<file path="config.mk">
export PLATFORM = sky130hd
export DESIGN_NAME = class_merge_arb
export DESIGN_NICKNAME = d
export VERILOG_FILES = /design/src/rtl/class_pkg.sv /design/src/rtl/class_arb_grant.sv /design/src/rtl/class_merge_arb.sv
export SDC_FILE = /design/constraint.sdc
export NUM_CORES = 1
export LEC_CHECK = 0
export BUFFER_PORTS_ARGS = -buffer_cell sky130_fd_sc_hd__clkbuf_2
export CELL_PAD_IN_SITES_DETAIL_PLACEMENT = 1
export CELL_PAD_IN_SITES_GLOBAL_PLACEMENT = 2
export CORE_MARGIN = 2
export CORE_UTILIZATION = 24
export DETAILED_ROUTE_END_ITERATION = 7
export PLACE_DENSITY = 0.86
export SLEW_MARGIN = 20
export SYNTH_ARGS = -nofsm -noshare
export SYNTH_HDL_FRONTEND = slang
export SYNTH_SLANG_ARGS = --single-unit
export TNS_END_PERCENT = 1
</file>
<file path="constraint.sdc">
create_clock -name clk -period 1.75 [get_ports clk]
set_clock_uncertainty 0.1 [all_clocks]
set_input_delay 0.175 -clock clk [delete_from_list [all_inputs] [get_ports clk]]
set_output_delay 0.175 -clock clk [all_outputs]
set_load 0.03 [all_outputs]
</file>
<file path="src/rtl/class_pkg.sv">
// Shared definitions for the class merge arbiter: defaults, class-bit
// position and the last-grant state encoding.
package class_pkg;
  localparam int DATA_SIZE_DEF = 10;
  localparam int WEIGHT_DEF    = 4;

  typedef enum logic [1:0] {
    IDLE = 2'd0,
    GNT1 = 2'd1,
    GNT0 = 2'd2
  } state_t;

  function automatic int class_bit(input int data_size);
    return data_size - 1;
  endfunction
endpackage

</file>
<file path="src/rtl/class_arb_grant.sv">
// Combinational pop decision: class 1 wins unless it has already taken
// WEIGHT grants in a row while class 0 is waiting.
module class_arb_grant #(
  parameter int WEIGHT = 4
) (
  input  logic       reset,
  input  logic       pause,
  input  logic       fifo0_empty,
  input  logic       fifo1_empty,
  input  logic [3:0] streak,
  output logic       pop0,
  output logic       pop1
);
  logic w_ok;
  logic w_c1_allowed;

  assign w_ok         = reset && !pause;
  assign w_c1_allowed = (streak < 4'(WEIGHT)) || fifo0_empty;
  assign pop1         = w_ok && !fifo1_empty && w_c1_allowed;
  assign pop0         = w_ok && !fifo0_empty && !pop1;
endmodule

</file>
<file path="src/rtl/class_merge_arb.sv">
// Merges the class-0 and class-1 FWFT FIFOs into one registered stream,
// flagging words whose class bit disagrees with their source FIFO.
module class_merge_arb
  import class_pkg::*;
#(
  parameter int DATA_SIZE = DATA_SIZE_DEF,
  parameter int WEIGHT    = WEIGHT_DEF
) (
  input  logic                 clk,
  input  logic                 reset,
  input  logic [DATA_SIZE-1:0] fifo0_data,
  input  logic                 fifo0_empty,
  input  logic [DATA_SIZE-1:0] fifo1_data,
  input  logic                 fifo1_empty,
  input  logic                 pause,
  output logic                 fifo0_pop,
  output logic                 fifo1_pop,
  output logic [DATA_SIZE-1:0] out,
  output logic                 valid_out,
  output logic                 error
);
  localparam int CB = class_bit(DATA_SIZE);

  state_t               r_state;
  logic [3:0]           r_streak;
  logic [DATA_SIZE-1:0] r_out;
  logic                 r_err;
  logic                 w_pop0;
  logic                 w_pop1;

  class_arb_grant #(.WEIGHT(WEIGHT)) u_grant (
    .reset       (reset),
    .pause       (pause),
    .fifo0_empty (fifo0_empty),
    .fifo1_empty (fifo1_empty),
    .streak      (r_streak),
    .pop0        (w_pop0),
    .pop1        (w_pop1)
  );

  // Streak survives idle/pause cycles; only a class-0 grant or reset clears it.
  always_ff @(posedge clk) begin
    if (!reset) begin
      r_state  <= IDLE;
      r_streak <= '0;
      r_out    <= '0;
      r_err    <= 1'b0;
    end else if (w_pop1) begin
      r_state <= GNT1;
      r_out   <= fifo1_data;
      if (r_streak < 4'(WEIGHT)) r_streak <= r_streak + 4'd1;
      if (!fifo1_data[CB]) r_err <= 1'b1;
    end else if (w_pop0) begin
      r_state  <= GNT0;
      r_out    <= fifo0_data;
      r_streak <= '0;
      if (fifo0_data[CB]) r_err <= 1'b1;
    end else begin
      r_state <= IDLE;
    end
  end

  assign fifo0_pop = w_pop0;
  assign fifo1_pop = w_pop1;
  assign out       = r_out;
  assign valid_out = (r_state != IDLE);
  assign error     = r_err;
endmodule

</file>
==> summary.md <==
| Metric | Value |
|---|---|
| Maximum vdd ir drop | around 0.00017 V |
| Shortest clock period the worst path allows after layout | around 1.6 ns |
| Achievable Freq | between 0.6 and 0.7 GHz |
| Overall die height | 62.39 um |
| Drt first-iter violations | 66 |
| Category of the most critical setup path | register to primary output |
| Count of unresolved DRC violations after routing | 0 |
| Maximum buffer depth of the clock tree | 2 |
| Synth Cell Area | 818.3 um^2 |
| Relative area change from synthesis to final layout | 35.32% |
| Critical path, cell by cell | o21ba_2, buf_4, nor2_1, buf_2 |
| Total clock buffers created by CTS | 3 |
| Share of the yosys chip area belonging to registers | between 40% and 50% |
| Horizontal die dimension | slightly above 60 um |
| Cell Count Post-Placement | between 150 and 200 |
| Final period util | between 90% and 100% |
| Final Max Tran Viols | 0 |
| Total I/O pin count | 39 |
| Clock-pin slew of the registers on the worst-case setup and hold paths | about 0.11 ns |
| Capturing element of the worst setup path | fifo1_pop |
| Most crowded layer after global routing | met2 |
| Number of synthesized flops with an enable pin | 0 |
| Worst slew slack as a fraction of its limit | 69.28% |
| Synthesized net count | 121 |
| Finish-stage setup viols | 0 |
| Placement Rows | 21 |
| Setup slack of the worst register-to-register path | 0.31 ns |
| Slowest CP cell | sky130_fd_sc_hd__dfxtp_1 |
| Layout Nets | between 150 and 200 |
| Max incr delay on CP | approximately 0.36 ns |
| First-pass iteration count of the detailed router | 4 |
| # port buffers | 38 |
| Yosys warning total | 0 |
| Post-route setup TNS | 0 ns |
| Average wire per standard cell | approximately 15 um |
| Final hold violations | 0 |
| Critical Path Stages | 4 |
| Flip-flop and latch count after synthesis | 17 |
| Share of synthesized registers carrying an async set or reset | 0% |
| Overall routing resource usage | 14.40% |
| Number of setup buffers added after CTS | 0 |
| Maximum level of the CTS H-tree | 1 |
| Global routing met3 resource utilization | roughly 3.6% |
| Die Outline Area | around 0.0039 mm^2 |
| Tightest Pin Transition | 0.4491 ns |
| Core area | between 0.003 and 0.004 mm^2 |
| Largest net degree at the start of global routing | 15 |
| Antenna fix cells | 0 |
| Setup repair after global routing missed its margin | false |
| Critical Path End Type | primary output |
| Synthesized instance count | between 90 and 100 |
| Worst r2r path cells | 3 |
| Required time worst endpoint | around 1.5 ns |
| Type of the worst min-delay path | primary input to register |
| Number of routed nets with antenna violations | 0 |
| Final design utilization | between 30 and 40% |
| Vias per inst | about 5 |
| Global-route wire length before repair | 4567 um |
| Via count of the first global-routing pass | 1,001 |
| Starting density of the core | between 20% and 30% |
| Cell variety after synth | 24 |
| Startpoint of the most critical setup path | r_streak[2] |
| Root Buffer | sky130_fd_sc_hd__clkbuf_4 |
| Met1 Resource Use GR | 17.10% |
| Buffers plus inverters on the worst setup path | 2 |
| Remaining global-route overflow | 0 |
| Filler-free cell count of the finished design | 181 |
| Total leakage power | 0.4902 nW |
| Sink Count | 17 |
| Biggest fanout along the worst timing path | 14 |
| CTS tree | done |
| Outcome | complete, no violations |
| Worst endpoint data arrival time | between 1 and 1.5 ns |
| Reg-to-reg critical path startpoint | r_streak[2] |
| Total Routed Length | around 2600 um |
| Fraction of layout cells with a size suffix above 1 | about 38% |
| Max_cap viols | 0 |
| Total number of vias | slightly above 900 |
| DP HPWL | 1960 um |
| Mean Syn Cell Area | 8.614 um^2 |
| Global-route track usage on met2 | between 20 and 30% |
| Clock latency on the worst-skew pair | roughly 0.3 ns |
| Startpoint kind of the worst setup timing path | register |
| Total power density per cell area | about 730 mW/mm^2 |
| Total chip power | around 0.81 mW |
| Crit-path leading delay family | buffers and inverters |
| Last weighted congestion value of the routability-driven placer | 0.7914 |
| End of the worst register-to-register path | out[9] |
| Primary FF master, synth | sky130_fd_sc_hd__dfxtp_1 |
| Initial antenna violation count | 0 |
## synthesized netlist by cell type, types with 2 or more instances
master,count,share of area [%]
sky130_fd_sc_hd__a32o_1,2,2.4
sky130_fd_sc_hd__nor3_1,13,8.0
sky130_fd_sc_hd__inv_1,3,1.4
sky130_fd_sc_hd__o21ai_0,3,1.8
sky130_fd_sc_hd__nor4_1,9,6.9
sky130_fd_sc_hd__a2111oi_0,9,9.6
sky130_fd_sc_hd__clkbuf_1,7,3.2
sky130_fd_sc_hd__nor2_1,3,1.4
sky130_fd_sc_hd__dfxtp_1,17,42
sky130_fd_sc_hd__o21bai_1,2,1.8
sky130_fd_sc_hd__a21oi_1,12,7.3
sky130_fd_sc_hd__or3b_1,2,2.1
sky130_fd_sc_hd__nor2b_1,2,1.5
## area by class of cell
type,instances,area [um^2]
fill,433,2203
multi-input combinational,67,435.4
sequential,17,340.3
timing repair buffer,44,235.2
tap,46,57.56
clock buffer,3,22.52
inverter,3,11.26
clock inverter,1,5.005
## registers in the layout (all words and copies together) (netlist names)
| register | cells |
|---|---|
| out | 10 |
| r_streak | 4 |
| error | 1 |
| r_state | 2 |
## cell families (layout without fill, tap and decap cells)
logic type      Yosys count  after routing  share of synthesized area [%]
compound gates           31             31                          26.61
fa+ha+maj                 1              1                          1.529
buf+inv                  11             51                          5.199
flops                    17             17                          41.59
mux                       1              1                          1.376
simple gates             34             34                          23.70
## power by group
group          leakage, nW  total, mW  switching (mW)  internal, mW
registers            0.139      0.418          0.0111         0.407
clock network       0.0177      0.219           0.134        0.0853
logic                0.333      0.170           0.108        0.0627
total                0.490      0.808           0.253         0.555
## what timing repair did
action / CTS / global route
endpoints found under the setup margin: 0 / 1
resized for setup: 0 / 1
hold buffers: 0 / 0
## worst register-to-register path, cell delays in order, from the launching register on
cell,delay [ns]
sky130_fd_sc_hd__dfxtp_1,0.36
sky130_fd_sc_hd__o21ba_2,0.23
sky130_fd_sc_hd__or3b_1,0.39
sky130_fd_sc_hd__a311oi_1,0.29
## cells in the final DEF, fill, tap and decap left out, drive strengths merged
cell type	instances
clkbuf	40
dfxtp	17
nor3	13
a21oi	12
a2111oi	9
nor4	9
buf	7
nor2	3
inv	3
o21ai	3
or3b	2
nor2b	2
o21bai	2
a32o	2
o21ba	1
or2b	1
or2	1
nand2	1
a311oi	1
o211a	1
nor3b	1
and2	1
mux2	1
ha	1
clkinv	1
## metrics by stage
step           setup WS [ns]  area [um^2]  hold WS [ns]
6_report              0.1082         1107       0.05947
4_1_cts              0.08068         1107       0.07199
2_1_floorplan         0.1936        818.3        0.1971
5_1_grt              0.02739         1107       0.08433
3_5_place_dp          0.1329         1080        0.3844
3_3_place_gp          0.2162         1080        0.3669
## worst min path at each step
| stage | startpoint | endpoint | slack [ns] | depth (start not counted) |
|---|---|---|---|---|
| after floorplan | reset | error | 0.20 | 1 |
| after global placement | fifo0_data[9] | out[9] | 0.37 | 3 |
| after detailed placement | r_streak[3] | r_streak[3] | 0.38 | 1 |
| after CTS | fifo0_data[9] | out[9] | 0.07 | 3 |
| after global routing | reset | r_streak[3] | 0.08 | 2 |
| final | fifo0_data[9] | out[9] | 0.06 | 3 |
## routing by layer
| layer | wire [um] | up-vias |
|---|---|---|
| met5 | 0 | - |
| met2 | 1273 | 30 |
| li1 | - | 447 |
| met1 | 1142 | 442 |
| met3 | 197 | 4 |
| met4 | 28 | 0 |
Power figures use the tool's default switching activity.
